<file path="src/rtl/solar_wb_regs_if.sv">
// Wishbone classic slave-side bundle for the solar monitor register block.
interface solar_wb_regs_if;
    logic        wbs_cyc_i;
    logic        wbs_stb_i;
    logic        wbs_we_i;
    logic [3:0]  wbs_sel_i;
    logic [31:0] wbs_adr_i;
    logic [31:0] wbs_dat_i;
    logic        wbs_ack_o;
    logic [31:0] wbs_dat_o;

    modport slave (
        input  wbs_cyc_i, wbs_stb_i, wbs_we_i, wbs_sel_i, wbs_adr_i, wbs_dat_i,
        output wbs_ack_o, wbs_dat_o
    );

    modport master (
        output wbs_cyc_i, wbs_stb_i, wbs_we_i, wbs_sel_i, wbs_adr_i, wbs_dat_i,
        input  wbs_ack_o, wbs_dat_o
    );
endinterface

</file>
<file path="src/rtl/solar_wb_regs.sv">
// Wishbone register window (CTRL/STATUS/DATA/THRESH) with a 12-bit sample FIFO.
// Threshold interrupt logic is present only when SOLAR_WB_IRQ_EN is defined.
module solar_wb_regs #(
    parameter logic [31:0] BASE_ADDR  = 32'h3000_0000,
    parameter int          FIFO_DEPTH = 8
) (
    input  logic           wb_clk_i,
    input  logic           wb_rst_ni,
    solar_wb_regs_if.slave wbs,
    input  logic           smp_valid_i,
    input  logic [11:0]    smp_data_i,
    output logic           smp_ready_o,
    output logic           ctrl_en_o,
    output logic           irq_o
);

`ifdef SOLAR_WB_IRQ_EN
    localparam bit IRQ_ON = 1'b1;
`else
    localparam bit IRQ_ON = 1'b0;
`endif

    localparam int         PTR_W   = (FIFO_DEPTH > 1) ? $clog2(FIFO_DEPTH) : 1;
    localparam logic [4:0] DEPTH_C = 5'(FIFO_DEPTH);

    typedef enum logic [1:0] {
        REG_CTRL   = 2'd0,
        REG_STATUS = 2'd1,
        REG_DATA   = 2'd2,
        REG_THRESH = 2'd3
    } reg_e;

    logic [11:0]      mem [FIFO_DEPTH];

    logic             ack_q, ack_d;
    logic [31:0]      dat_q, dat_d;
    logic             en_q, en_d;
    logic             irq_en_q, irq_en_d;
    logic             clr_q, clr_d;
    logic [11:0]      thresh_q, thresh_d;
    logic             ovf_q, ovf_d;
    logic             thr_q, thr_d;
    logic             irq_q, irq_d;
    logic [PTR_W-1:0] wr_ptr_q, wr_ptr_d;
    logic [PTR_W-1:0] rd_ptr_q, rd_ptr_d;
    logic [4:0]       count_q, count_d;

    logic        hit, acc, wr_acc, rd_acc;
    logic        full, empty, push, pop, drop;
    reg_e        reg_sel;
    logic [31:0] rdata;
    logic [31:0] wdata;
    logic [3:0]  sel;
    logic        unused_ok;

    assign unused_ok = &{1'b0, wbs.wbs_adr_i[1:0], wbs.wbs_dat_i[31:12], wbs.wbs_sel_i[3:2]};

    always_comb begin
        hit     = wbs.wbs_cyc_i & wbs.wbs_stb_i & (wbs.wbs_adr_i[31:4] == BASE_ADDR[31:4]);
        // Accepting only while ack is low gives one ack per request, alternate-cycle acks on a held strobe.
        acc     = hit & ~ack_q;
        wr_acc  = acc & wbs.wbs_we_i;
        rd_acc  = acc & ~wbs.wbs_we_i;
        reg_sel = reg_e'(wbs.wbs_adr_i[3:2]);
        wdata   = wbs.wbs_dat_i;
        sel     = wbs.wbs_sel_i;

        full  = (count_q == DEPTH_C);
        empty = (count_q == 5'd0);
        pop   = rd_acc & (reg_sel == REG_DATA) & ~empty;
        // A pop frees the slot in the same cycle, so a full FIFO still accepts when popped.
        push  = smp_valid_i & en_q & (~full | pop) & ~clr_q;
        drop  = smp_valid_i & en_q & full & ~pop & ~clr_q;

        rdata = 32'd0;
        case (reg_sel)
            REG_CTRL:   rdata = {29'd0, irq_en_q, 1'b0, en_q};
            REG_STATUS: rdata = {20'd0, thr_q, ovf_q, empty, full, 3'd0, count_q};
            REG_DATA:   rdata = {20'd0, empty ? 12'd0 : mem[rd_ptr_q]};
            REG_THRESH: rdata = {20'd0, thresh_q};
            default:    rdata = 32'd0;
        endcase
    end

    always_comb begin
        ack_d    = acc;
        dat_d    = rd_acc ? rdata : 32'd0;
        en_d     = en_q;
        irq_en_d = irq_en_q;
        clr_d    = 1'b0;
        thresh_d = thresh_q;
        ovf_d    = ovf_q;
        thr_d    = thr_q;
        wr_ptr_d = wr_ptr_q;
        rd_ptr_d = rd_ptr_q;
        count_d  = count_q;

        if (wr_acc) begin
            case (reg_sel)
                REG_CTRL: begin
                    if (sel[0]) begin
                        en_d     = wdata[0];
                        clr_d    = wdata[1];
                        irq_en_d = IRQ_ON & wdata[2];
                    end
                end
                REG_STATUS: begin
                    if (sel[1]) begin
                        if (wdata[10]) ovf_d = 1'b0;
                        if (wdata[11]) thr_d = 1'b0;
                    end
                end
                REG_THRESH: begin
                    if (sel[0]) thresh_d[7:0]  = wdata[7:0];
                    if (sel[1]) thresh_d[11:8] = wdata[11:8];
                end
                default: ;
            endcase
        end

        // Sticky sets are applied after W1C so a same-cycle event wins.
        if (drop) ovf_d = 1'b1;
        if (IRQ_ON && push && (smp_data_i > thresh_q)) thr_d = 1'b1;

        if (clr_q) begin
            wr_ptr_d = '0;
            rd_ptr_d = '0;
            count_d  = 5'd0;
        end else begin
            if (push) wr_ptr_d = wr_ptr_q + 1'b1;
            if (pop)  rd_ptr_d = rd_ptr_q + 1'b1;
            count_d = count_q + {4'd0, push} - {4'd0, pop};
        end

        irq_d = IRQ_ON & irq_en_q & (thr_q | ovf_q);
    end

    always_ff @(posedge wb_clk_i or negedge wb_rst_ni) begin
        if (!wb_rst_ni) begin
            ack_q    <= 1'b0;
            dat_q    <= 32'd0;
            en_q     <= 1'b0;
            irq_en_q <= 1'b0;
            clr_q    <= 1'b0;
            thresh_q <= 12'hFFF;
            ovf_q    <= 1'b0;
            thr_q    <= 1'b0;
            irq_q    <= 1'b0;
            wr_ptr_q <= '0;
            rd_ptr_q <= '0;
            count_q  <= 5'd0;
        end else begin
            ack_q    <= ack_d;
            dat_q    <= dat_d;
            en_q     <= en_d;
            irq_en_q <= irq_en_d;
            clr_q    <= clr_d;
            thresh_q <= thresh_d;
            ovf_q    <= ovf_d;
            thr_q    <= thr_d;
            irq_q    <= irq_d;
            wr_ptr_q <= wr_ptr_d;
            rd_ptr_q <= rd_ptr_d;
            count_q  <= count_d;
        end
    end

    // Sample storage carries no reset; stale entries are hidden by count.
    always_ff @(posedge wb_clk_i) begin
        if (push) mem[wr_ptr_q] <= smp_data_i;
    end

    assign wbs.wbs_ack_o = ack_q;
    assign wbs.wbs_dat_o = dat_q;
    assign smp_ready_o   = ~full;
    assign ctrl_en_o     = en_q;
    assign irq_o         = irq_q;

endmodule

</file>
<file path="src/flat_wrapper.sv">
// flat-port wrapper written by rule: the top's interface ports become plain ports
module solar_wb_regs_flat 
#(
    parameter logic [31:0] BASE_ADDR  = 32'h3000_0000,
    parameter int          FIFO_DEPTH = 8
)
  (wb_clk_i, wb_rst_ni, smp_valid_i, smp_data_i, smp_ready_o, ctrl_en_o, irq_o, wbs_wbs_cyc_i, wbs_wbs_stb_i, wbs_wbs_we_i, wbs_wbs_sel_i, wbs_wbs_adr_i, wbs_wbs_dat_i, wbs_wbs_ack_o, wbs_wbs_dat_o);
  solar_wb_regs_if wbs_i ();
  input  logic wb_clk_i;
  input  logic wb_rst_ni;
  input  logic smp_valid_i;
  input  logic [11:0] smp_data_i;
  output logic smp_ready_o;
  output logic ctrl_en_o;
  output logic irq_o;
  input wire logic [$bits(wbs_i.wbs_cyc_i)-1:0] wbs_wbs_cyc_i;
  input wire logic [$bits(wbs_i.wbs_stb_i)-1:0] wbs_wbs_stb_i;
  input wire logic [$bits(wbs_i.wbs_we_i)-1:0] wbs_wbs_we_i;
  input wire logic [$bits(wbs_i.wbs_sel_i)-1:0] wbs_wbs_sel_i;
  input wire logic [$bits(wbs_i.wbs_adr_i)-1:0] wbs_wbs_adr_i;
  input wire logic [$bits(wbs_i.wbs_dat_i)-1:0] wbs_wbs_dat_i;
  output wire logic [$bits(wbs_i.wbs_ack_o)-1:0] wbs_wbs_ack_o;
  output wire logic [$bits(wbs_i.wbs_dat_o)-1:0] wbs_wbs_dat_o;
  assign wbs_i.wbs_cyc_i = wbs_wbs_cyc_i;
  assign wbs_i.wbs_stb_i = wbs_wbs_stb_i;
  assign wbs_i.wbs_we_i = wbs_wbs_we_i;
  assign wbs_i.wbs_sel_i = wbs_wbs_sel_i;
  assign wbs_i.wbs_adr_i = wbs_wbs_adr_i;
  assign wbs_i.wbs_dat_i = wbs_wbs_dat_i;
  assign wbs_wbs_ack_o = wbs_i.wbs_ack_o;
  assign wbs_wbs_dat_o = wbs_i.wbs_dat_o;
  solar_wb_regs #(.BASE_ADDR(BASE_ADDR), .FIFO_DEPTH(FIFO_DEPTH)) u_core (.wb_clk_i(wb_clk_i), .wb_rst_ni(wb_rst_ni), .wbs(wbs_i), .smp_valid_i(smp_valid_i), .smp_data_i(smp_data_i), .smp_ready_o(smp_ready_o), .ctrl_en_o(ctrl_en_o), .irq_o(irq_o));
endmodule
</file>
<file path="config.mk">
export PLATFORM = sky130hd
export DESIGN_NAME = solar_wb_regs_flat
export DESIGN_NICKNAME = d
export VERILOG_FILES = /design/src/rtl/solar_wb_regs_if.sv /design/src/rtl/solar_wb_regs.sv /design/src/flat_wrapper.sv
export SDC_FILE = /design/constraint.sdc
export NUM_CORES = 1
export LEC_CHECK = 0
export ABC_AREA = 1
export CAP_MARGIN = 20
export CORE_ASPECT_RATIO = 0.8
export CORE_UTILIZATION = 58
export CTS_BUF_LIST = sky130_fd_sc_hd__clkbuf_2
export CTS_CLUSTER_SIZE = 20
export DETAILED_ROUTE_END_ITERATION = 10
export GPL_TIMING_DRIVEN = 0
export PLACE_DENSITY_LB_ADDON = 0.25
export SYNTH_ARGS = -nofsm -noshare
export SYNTH_HDL_FRONTEND = slang
export SYNTH_SLANG_ARGS = --single-unit
</file>
<file path="constraint.sdc">
create_clock -name wb_clk_i -period 7.1 [get_ports wb_clk_i]
set_input_delay 1.42 -clock wb_clk_i [delete_from_list [all_inputs] [get_ports wb_clk_i]]
set_output_delay 1.42 -clock wb_clk_i [all_outputs]
set_load 0.02 [all_outputs]
</file>
# Word level (Yosys, flattened, before mapping)
# Memory sizes are Yosys's and may differ from the RTL's.
# Index checks and enable logic that the tools add are counted.
[word_totals]
ff_bits = 59
ramBits = 96
output_inout_bits = 36
elab_cells = 70
mem_count = 1
[mem_list]
columns = ["name", "depth", "word_bits", "read_ports", "rd_clocked_by_memory_dff", "wr", "line", "rtl"]
rows = [
  ["u_core.mem", 8, 12, 1, 0, 1, "solar_wb_regs.sv:33", "logic [11:0] mem [FIFO_DEPTH];"],
]
[classes]
n_addsub = 4
n_eq_ne = 5
mux = 18
bitwise = 20
reduce_logical = 12
[ops]
columns = ["operator", "count"]
rows = [
  ["$pmux W32 S4", 1],
  ["$mux W32", 1],
  ["$eq A28 B26 Y1 const B", 1],
  ["$and A1 B1 Y1", 13],
  ["$mux W12", 1],
  ["$mux W3", 4],
  ["$reduce_bool A2 Y1", 6],
  ["$mux W1", 10],
  ["$reduce_and A3 Y1", 3],
  ["$add A3 B1 Y3 const B", 2],
  ["$not A1 Y1", 6],
  ["$add A5 B1 Y5", 1],
  ["$eq A5 B4 Y1 const B", 1],
  ["$logic_not A5 Y1", 1],
  ["$mux W5", 1],
  ["$sub A5 B1 Y5", 1],
  ["$eq A2 B2 Y1 const B", 2],
  ["$reduce_and A4 Y1", 1],
  ["$eq A2 B1 Y1 const B", 1],
  ["$logic_not A2 Y1", 1],
  ["$or A1 B1 Y1", 1],
]

# Longest topological paths before layout
# Gate-level depths: netlist of run 1.
[depth]
word_depth = 12
depth_mapped = 20
ltp_nobuf = 20

# Worst setup path after synthesis of run 1
# No wires, ideal clock.
[synth_path]
path_kind = "input to register"
startpoint = "input wbs_wbs_adr_i[31]"
endpoint = "register u_core.count_q[4]"
setup_ps = 119
arrival_time_ps = 3347
required_ps = 6981
path_slack_ps = 3634
cell_stages = 18
cell_sequence = "nor2_1 nand2_1 nor2_1 nand2_2 nor2_4 nand3_2 inv_1 ha_1 inv_1 ha_1 inv_1 fa_1 inv_1 a21oi_1 nor2_1 nor2_1 xor2_1 nor2_1"
[synth_via]
elab_chain_len = 12
[synth_lines]
columns = ["item", "line", "rtl"]
rows = [
  ["from (decl)", "flat_wrapper.sv:20", "input wire logic [$bits(wbs_i.wbs_adr_i)-1:0] wbs_wbs_adr_i;"],
  ["$eq A28 B26 Y1 *", "solar_wb_regs.sv:59", "hit = wbs.wbs_cyc_i & wbs.wbs_stb_i & (wbs.wbs_adr_i[31:4] == BASE_ADDR[31:4]);"],
  ["$and A1 B1 Y1 *", "solar_wb_regs.sv:59", ""],
  ["$and A1 B1 Y1 *", "solar_wb_regs.sv:61", "acc = hit & ~ack_q;"],
  ["via u_core.acc", "solar_wb_regs.sv:48", "logic hit, acc, wr_acc, rd_acc;"],
  ["$and A1 B1 Y1 *", "solar_wb_regs.sv:63", "rd_acc = acc & ~wbs.wbs_we_i;"],
  ["$and A1 B1 Y1 * (2 in a row)", "solar_wb_regs.sv:70", "pop = rd_acc & (reg_sel == REG_DATA) & ~empty;"],
  ["$or A1 B1 Y1", "solar_wb_regs.sv:72", "push = smp_valid_i & en_q & (~full | pop) & ~clr_q;"],
  ["$and A1 B1 Y1 (2 in a row)", "solar_wb_regs.sv:72", ""],
  ["$add A5 B1 Y5", "solar_wb_regs.sv:132", "count_d = count_q + {4'd0, push} - {4'd0, pop};"],
  ["$sub A5 B1 Y5 *", "solar_wb_regs.sv:132", ""],
  ["$mux W5 *", "solar_wb_regs.sv:125", "if (clr_q) begin"],
  ["via u_core.count_d[4]", "solar_wb_regs.sv:46", "logic [4:0] count_q, count_d;"],
  ["to (signal assigned)", "solar_wb_regs.sv:164", "count_q <= count_d;"],
  ["to (decl)", "solar_wb_regs.sv:46", ""],
]
# Mark *: on every way through the listed nets, which the timed path passes. The rest lies on a longest branch.
# A chain may end at the register's enable or synchronous reset.

# Worst setup path in the final report of run 1
[layout_path]
startpoint = "register u_core.count_q[2]"
endpoint = "output smp_ready_o"
[layout_via]
elab_chain_len = 2
[layout_lines]
columns = ["item", "line", "rtl"]
rows = [
  ["$eq A5 B4 Y1", "solar_wb_regs.sv:68", "full = (count_q == DEPTH_C);"],
  ["$not A1 Y1", "solar_wb_regs.sv:175", "assign smp_ready_o = ~full;"],
  ["to (decl)", "flat_wrapper.sv:13", "output logic smp_ready_o;"],
]
# No other way between the ends.

==> summary.md, run 1 <==
| Metric | Value |
|---|---|
| Io pins | around 120 |
| Root Buffer | clkbuf_2 |
| Crit path cell chain | inv_1 > ha_1 > nand3_1 > clkdlybuf4s50_1 |
| WP data arrival | around 2100 ps |
| Final setup vio count | 0 |
| Worst hold stages | 2 |
| Endpoint type of the worst setup path | output pin |
| WS Path Type | register to output pin |
| XOR/XNOR share of the synthesized area | 0.004288 |
| Max_slew headroom | 0.4307 |
| Cell area after layout | around 0.0074 sq mm |
| Compound-Gate Fraction of Synth Area | 0.1113 |
| Cts repair resizes | 0 |
| Core ar. | approximately 0.010 sq mm |
| Vias per Instance | 5.513 |
| Slew @ Worst Pin | between 800 and 900 ps |
| Grt ovf | 0 |
| Pwr Density | about 180 mW/mm^2 |
| Worst-path clk slew | 210 ps |
| P_leak | 2.869 nW |
| Final nets | 804 |
| CP startpoint kind | register |
| Mux contribution to synthesized area | 0 |
| Row cnt | 33 |
| Tcrit/Tclk final | 0.4994 |
| Gp weighted congestion | 0.9066 |
| Commonest non-fill, non-tap cell in the layout | nor2_1 |
| Largest stage delay on the critical path | 620 ps |
| RSZ-0062 raised after global routing | no |
| Area post-placement | just over 0.007 sq mm |
| Latest clock arrival within the worst-skew pair | just under 700 ps |
| Storage cell area | about 0.0039 sq mm |
| Required @ worst endpoint | about 5700 ps |
| H-tree levels | 4 |
| Post-Syn Area per Cell | 10.47 sq um |
| DP HPWL | ~11000 um |
| CP max FO | 3 |
| Die W | about 120 um |
| Clk buf depth | 2 |
| YS warnings | 0 |
| Most frequent cells in the layout | 126 x nor2_1, 96 x edfxtp_1, 75 x clkdlybuf4s50_1 |
| Wirelength, routed | about 15000 um |
| Sequential share of the synthesized area | 0.6322 |
| Initial cell density of the core | 0.5984 |
| Netlist cell types | 32 |
| Num Clock Sinks | 135 |
| Initial antenna violation count | 0 |
| Routed Antenna Nets | 0 |
| Post-Synth Adder-Cell Area | 0.02165 |
| Final Slew Violations | 0 |
| Chip height | about 94 um |
| Simple-Gate Fraction of Synth Area | 0.1585 |
| Tmin final | approximately 3500 ps |
| Endpoints failing hold | 0 |
| Largest net degree at the start of global routing | 40 |
| Antenna diode count | 0 |
| Total CTS buffers | 17 |
| Slowest-stage cell, CP | clkdlybuf4s50_1 |
| Max-Cap Viols | 0 |
| Die ar. | around 0.011 sq mm |
| Status | complete, no violations |
| Drt drc | 0 |
| Maximum vdd drop | 0.1527 mV |
| Hold buffer count at cts | 0 |
| GR Util All Layers | 0.2835 |
| Area of the multi-input gates | around 0.0019 sq mm |
| First-pass GRT wire length | approximately 22000 um |
| Worst Clk Skew | around 33 ps |
| Setup Fix Bufs, Post-CTS | 0 |
| Hold Path Class | register to register |
| Post-Synthesis Cell Area | between 0.006 and 0.007 sq mm |
| Vias after detailed routing | approximately 4700 |
| Fill cell count | about 740 |
| Vias in the first global route | between 4000 and 5000 |
| I/O Buffers | 76 |
| CTS tree | yes |
| Max Clock Freq | between 200 and 300 MHz |
| Worst hold margin | roughly 490 ps |
| Layout cells sized above 1 | 0.1373 |
| Total negative slack | 0 ps |
| DRT Pass-1 Iters | 5 |
| Avg WL per Cell | between 15 and 20 um |
| R2R cell count | 20 |
| Largest family of logic cells by synthesized area | simple AND/OR/NAND/NOR gates |
| Cell count after synthesis | a little under 600 |
| Iteration-0 DRC count of the detailed router | roughly 420 |
| Area growth syn-to-layout | 21.58% |
| #FFs+latches synth | approximately 140 |
[synthesized netlist by cell type, drive strengths merged]
| master | instances | area, sq um |
|---|---|---|
| nor2 | 127 | 484.2 |
| edfxtp | 96 | 2883 |
| o21ai | 74 | 400.4 |
| nand2 | 67 | 264.0 |
| inv | 48 | 180.2 |
| buf | 29 | 205.2 |
| dfrtp | 27 | 675.7 |
| nand3 | 24 | 142.6 |
| o211ai | 24 | 180.2 |
| clkbuf | 14 | 52.55 |
| dfstp | 12 | 315.3 |
| a21oi | 11 | 55.05 |
| ha | 9 | 112.6 |
| a31oi | 5 | 31.28 |
| nand4 | 5 | 31.28 |
| nand3b | 3 | 22.52 |
| nor3 | 3 | 26.28 |
| xor2 | 2 | 17.52 |
| a211oi | 1 | 7.510 |
| conb | 1 | 3.750 |
| fa | 1 | 20.02 |
| o21bai | 1 | 7.510 |
| xnor2 | 1 | 8.760 |
[final timing paths]
kind / end / slack (ps) / start
max: smp_ready_o / 3550 / u_core.count_q[2]$_DFF_PN0_
min: u_core.thresh_q[5]$_DFFE_PN1P_ / 490 / u_core.thresh_q[5]$_DFFE_PN1P_
max reg2reg: u_core.count_q[4]$_DFF_PN0_ / 4050 / u_core.count_q[3]$_DFF_PN0_
min reg2reg: u_core.thresh_q[5]$_DFFE_PN1P_ / 490 / u_core.thresh_q[5]$_DFFE_PN1P_
max in group asynchronous: u_core.rd_ptr_q[2]$_DFFE_PN0P_ / 5730 / wb_rst_ni
min in group asynchronous: u_core.count_q[3]$_DFF_PN0_ / 810 / wb_rst_ni
[registers in the layout, indices dropped and copies added (netlist names)]
register,count
u_core.wr_ptr_q,3
u_core.rd_ptr_q,3
u_core.thresh_q,12
u_core.wbs.wbs_dat_o,12
u_core.mem,96
u_core.wbs.wbs_ack_o,1
u_core.ovf_q,1
u_core.clr_q,1
u_core.ctrl_en_o,1
u_core.count_q,5
[cells by family (layout without fill, tap and decap cells)]
kind of cell / Yosys count / count (layout)
AND/OR/NAND/NOR: 229 / 229
flip-flops: 135 / 135
AO/OA/AOI/OAI: 116 / 116
buffers and inverters: 91 / 207
adder cells (fa/ha/maj): 10 / 10
XOR/XNOR: 3 / 3
other: 1 / 21
[routing by layer]
metal | GRT usage | share of wire
met4 | 0.06224 | 0.011
met3 | 0.08000 | 0.12
met5 | 0 | 0
met2 | 0.4640 | 0.47
met1 | 0.3782 | 0.39
[critical path: cells and delay by family (launching register included)]
kind | cells | cell delay, ps
fa+ha+maj | 1 | 200
buf+inv | 2 | 720
simple gates | 1 | 100
flops | 1 | 430
[per-stage QoR]
| step | setup WS (ps) | utilization | total power, mW | instances |
|---|---|---|---|---|
| after global placement | 2801 | 0.6971 | 0.9420 | 821 |
| after detailed placement | 2844 | 0.7054 | 0.9435 | 829 |
| after CTS | 3510 | 0.7275 | 1.366 | 861 |
| final | 3554 | 0.7275 | 1.365 | 861 |
| after global routing | 3360 | 0.7275 | 1.404 | 861 |
| after floorplan | 3634 | - | 0.8927 | 605 |
[cell type report]
cell class	instances	area share
multi-input combinational	379	0.2538
sequential	135	0.5200
buffer	43	0.03460
tap	140	0.02351
clock inverter	15	0.01898
inverter	48	0.02419
timing repair buffer	84	0.1135
clock buffer	17	0.01142
[where the power goes]
group	internal (mW)	switching (mW)	leakage, nW
logic	0.0418	0.0408	1.38
registers	0.846	0.00000535	1.36
clock network	0.133	0.304	0.129
total	1.02	0.345	2.87
No activity file was read; power rests on OpenSTA's default activity.
==> run 2: changes to the inputs <==
CORE_UTILIZATION = 48   (was 58)
clock period = 3.23 ns   (was 7.1 ns; I/O delays follow)
==> summary.md, run 2 (synthesis gave the netlist of run 1 again) <==
| Metric | Value |
|---|---|
| Status | complete, no violations (unchanged) |
| Latest clock arrival within the worst-skew pair | 680 ps (about the same) |
| Total CTS buffers | 17 (unchanged) |
| Pwr Density | 418.4 mW/mm^2 (was 183.2 mW/mm^2) |
| Required @ worst endpoint | 3820 ps (was 5680 ps) |
| WS Path Type | register to register (was register to output pin) |
| Endpoint type of the worst setup path | register (was output pin) |
| Slew @ Worst Pin | 868.9 ps (was 854.0 ps) |
| Fill cell count | 1008 (was 736) |
| Worst-path clk slew | 210 ps (about the same) |
| Chip height | 103.1 um (was 93.93 um) |
| CP startpoint kind | register (unchanged) |
| Hold Path Class | primary input to async pin (was register to register) |
| Area growth syn-to-layout | 23.36% (was 21.58%) |
| Max-Cap Viols | 0 (unchanged) |
| Avg WL per Cell | 17.01 um (was 17.19 um) |
| Power, Total | 3.163 mW (was 1.365 mW) |
| Drt drc | 0 (unchanged) |
| R2R cell count | 20 (unchanged) |
| P_int | 2.402 mW (was 1.021 mW) |
| WP data arrival | 3550 ps (was 2130 ps) |
| H-tree levels | 4 (unchanged) |
| Largest register FFs | 96 (unchanged) |
| Vias after detailed routing | 4710 (was 4747) |
| P_leak | 2.904 nW (was 2.869 nW) |
| Final nets | 806 (was 804) |
| R2R setup slack | 260 ps (was 4050 ps) |
| Most used cell, CP | inv_1 |
| DRT Pass-1 Iters | 5 (unchanged) |
| Switching part of the total | 0.2405 (was 0.2524) |
| Max Clock Freq | 337.2 MHz |
| DP HPWL | 10980 um (was 10770 um) |
| Sequential power share | 0.588 (was 0.619) |
| Maximum vdd drop | 0.2365 mV (was 0.1527 mV) |
| Iteration-0 DRC count of the detailed router | 469 (was 416) |
| Crit path cell chain | inv_1 > ha_1 > nand2_1 > nor2_1 > inv_1 > nand3_1 > inv_1 > nand3_4 > inv_1 > ha_1 > inv_1 > ha_1 > inv_1 > fa_1 > inv_1 > a21oi_1 > nor2_1 > nor2_1 > xor2_1 > nor2_1 (was inv_1 > ha_1 > nand3_1 > clkdlybuf4s50_1) |
| Final setup vio count | 0 (unchanged) |
| Clock network power share | 0.355 (was 0.320) |
| P_sw | 0.7606 mW (was 0.3446 mW) |
| Vias in the first global route | 4527 (was 4431) |
| Die W | 128.3 um (was 116.9 um) |
| I/O Buffers | 76 (unchanged) |
| Num Clock Sinks | 135 (unchanged) |
| CTS tree | yes (unchanged) |
| Largest stage delay on the critical path | 420 ps (was 620 ps) |
| Root Buffer | clkbuf_2 (unchanged) |
| Vias per Instance | 5.268 (was 5.513) |
| Grt ovf | 0 (unchanged) |
| Most frequent cells in the layout | 126 x nor2_1, 96 x edfxtp_1, 75 x clkdlybuf4s50_1 (unchanged) |
| Logic gate share of total power | 0.057 (was 0.060) |
| Layout cells sized above 1 | 0.1383 (was 0.1373) |
| Storage cell area | 0.003874 sq mm (unchanged) |
| FF-to-FF End | u_core.count_q[4]$_DFF_PN0_ (unchanged) |
| Tcrit/Tclk final | 0.9181 |
| Tmin final | a little under 3000 ps |
| Core ar. | 0.01230 sq mm (was 0.01024 sq mm) |
| Io pins | 122 (unchanged) |
| Largest net degree at the start of global routing | 40 (unchanged) |
| Die ar. | 0.01322 sq mm (was 0.01098 sq mm) |
| Commonest non-fill, non-tap cell in the layout | nor2_1 (unchanged) |
| Antenna diode count | 0 (unchanged) |
| Final Slew Violations | 0 (unchanged) |
| Initial antenna violation count | 0 (unchanged) |
| Worst Clk Skew | 28.74 ps (was 32.67 ps) |
| Worst hold margin | 52.54 ps (was 493.5 ps) |
| Row cnt | 36 (was 33) |
| CP max FO | 7 (was 3) |
| Slowest-stage cell, CP | dfrtp_1 (was clkdlybuf4s50_1) |
| Max_slew headroom | 0.4207 (was 0.4307) |
| Area of the multi-input gates | 0.001898 sq mm (was 0.001891 sq mm) |
| Initial cell density of the core | 0.4983 (was 0.5984) |
| GR Util All Layers | 0.2461 (was 0.2835) |
| First-pass GRT wire length | 23660 um (was 22490 um) |
| Routed Antenna Nets | 0 (unchanged) |
| RSZ-0062 raised after global routing | no (unchanged) |
| Most flops, register | u_core.mem (unchanged) |
| Clk buf depth | 2 (unchanged) |
| Gp weighted congestion | 0.8055 (was 0.9066) |
| Crit Reg-Reg Startpoint | u_core.count_q[2]$_DFF_PN0_ (was u_core.count_q[3]$_DFF_PN0_) |
| Wirelength, routed | 15210 um (was 14800 um) |
| Endpoints failing hold | 0 (unchanged) |
==> run 2: cell count changes in the layout (fill, tap and decap cells not counted), sizes merged <==
cell | previous run | this run
clkinv | 3 | 1
inv | 55 | 56
bufinv | 1 | 3
clkinvlp | 4 | 3
buf | 38 | 40
==> run 2: per-layer routing <==
metal	up-vias	GRT usage	wire length (um)
li1	2212	-	-
met3	20	0.05293	1570
met4	0	0.08235	261
met2	230	0.4008	7201
met1	2248	0.3313	6179
met5	-	0	0
==> run 2: area by class of cell <==
| type | count | area share |
|---|---|---|
| Sequential cell | 135 | 0.5125 |
| Clock inverter | 15 | 0.02500 |
| Multi-Input combinational cell | 379 | 0.2511 |
| Timing Repair Buffer | 86 | 0.1139 |
| Clock buffer | 17 | 0.01126 |
| Buffer | 43 | 0.03410 |
| Tap cell | 171 | 0.02831 |
| Inverter | 48 | 0.02384 |
==> run 2: per-stage QoR <==
step	area, sq um	worst slack (ps)	cells	utilization	setup TNS, ps
6_report	7559	264.7	894	0.6147	0
5_1_grt	7559	49.16	894	0.6147	0
4_1_cts	7536	153.4	892	0.6128	0
3_5_place_dp	7262	-339.0	860	0.5906	-3393
3_3_place_gp	7177	-356.9	852	0.5836	-32500
2_1_floorplan	6202	538.3	605	-	0
==> run 2: worst max-delay path by stage <==
stage | startpoint | to | slack, ps | cells past startpoint
finish | u_core.count_q[2]$_DFF_PN0_ | u_core.count_q[4]$_DFF_PN0_ | 260 | 20
global route | u_core.count_q[2]$_DFF_PN0_ | u_core.count_q[4]$_DFF_PN0_ | 50 | 20
CTS | u_core.count_q[2]$_DFF_PN0_ | u_core.count_q[4]$_DFF_PN0_ | 150 | 20
detailed placement | wbs_wbs_adr_i[23] | u_core.count_q[4]$_DFF_PN0_ | -340 | 19
global placement | wbs_wbs_adr_i[28] | u_core.mem[1][7]$_DFFE_PP_ | -360 | 11
floorplan | wbs_wbs_adr_i[31] | u_core.count_q[4]$_DFF_PN0_ | 540 | 18
==> run 2: repair_timing <==
item,CTS,global route
gates resized for setup,0,1
endpoints found under the setup margin,0,1
hold buffers,0,0
hold endpoints to repair,0,0
setup buffers,0,2
==> run 2: power groups by stage <==
stage	Combinational, mW	Sequential (mW)	Clock [mW]
2_1_floorplan	0.0675	1.89	0
3_3_place_gp	0.177	1.89	0
3_5_place_dp	0.180	1.89	0
4_1_cts	0.181	1.86	1.13
5_1_grt	0.198	1.86	1.21
6_report	0.181	1.86	1.12
==> run 2: critical path: cells and delay by family (launching register included) <==
kind                     cells  cell delay (ps)
flip-flops                   1              420
adder cells (fa/ha/maj)      4              960
XOR/XNOR                     1              130
AO/OA/AOI/OAI                1               70
AND/OR/NAND/NOR              7              570
buffers and inverters        7              720
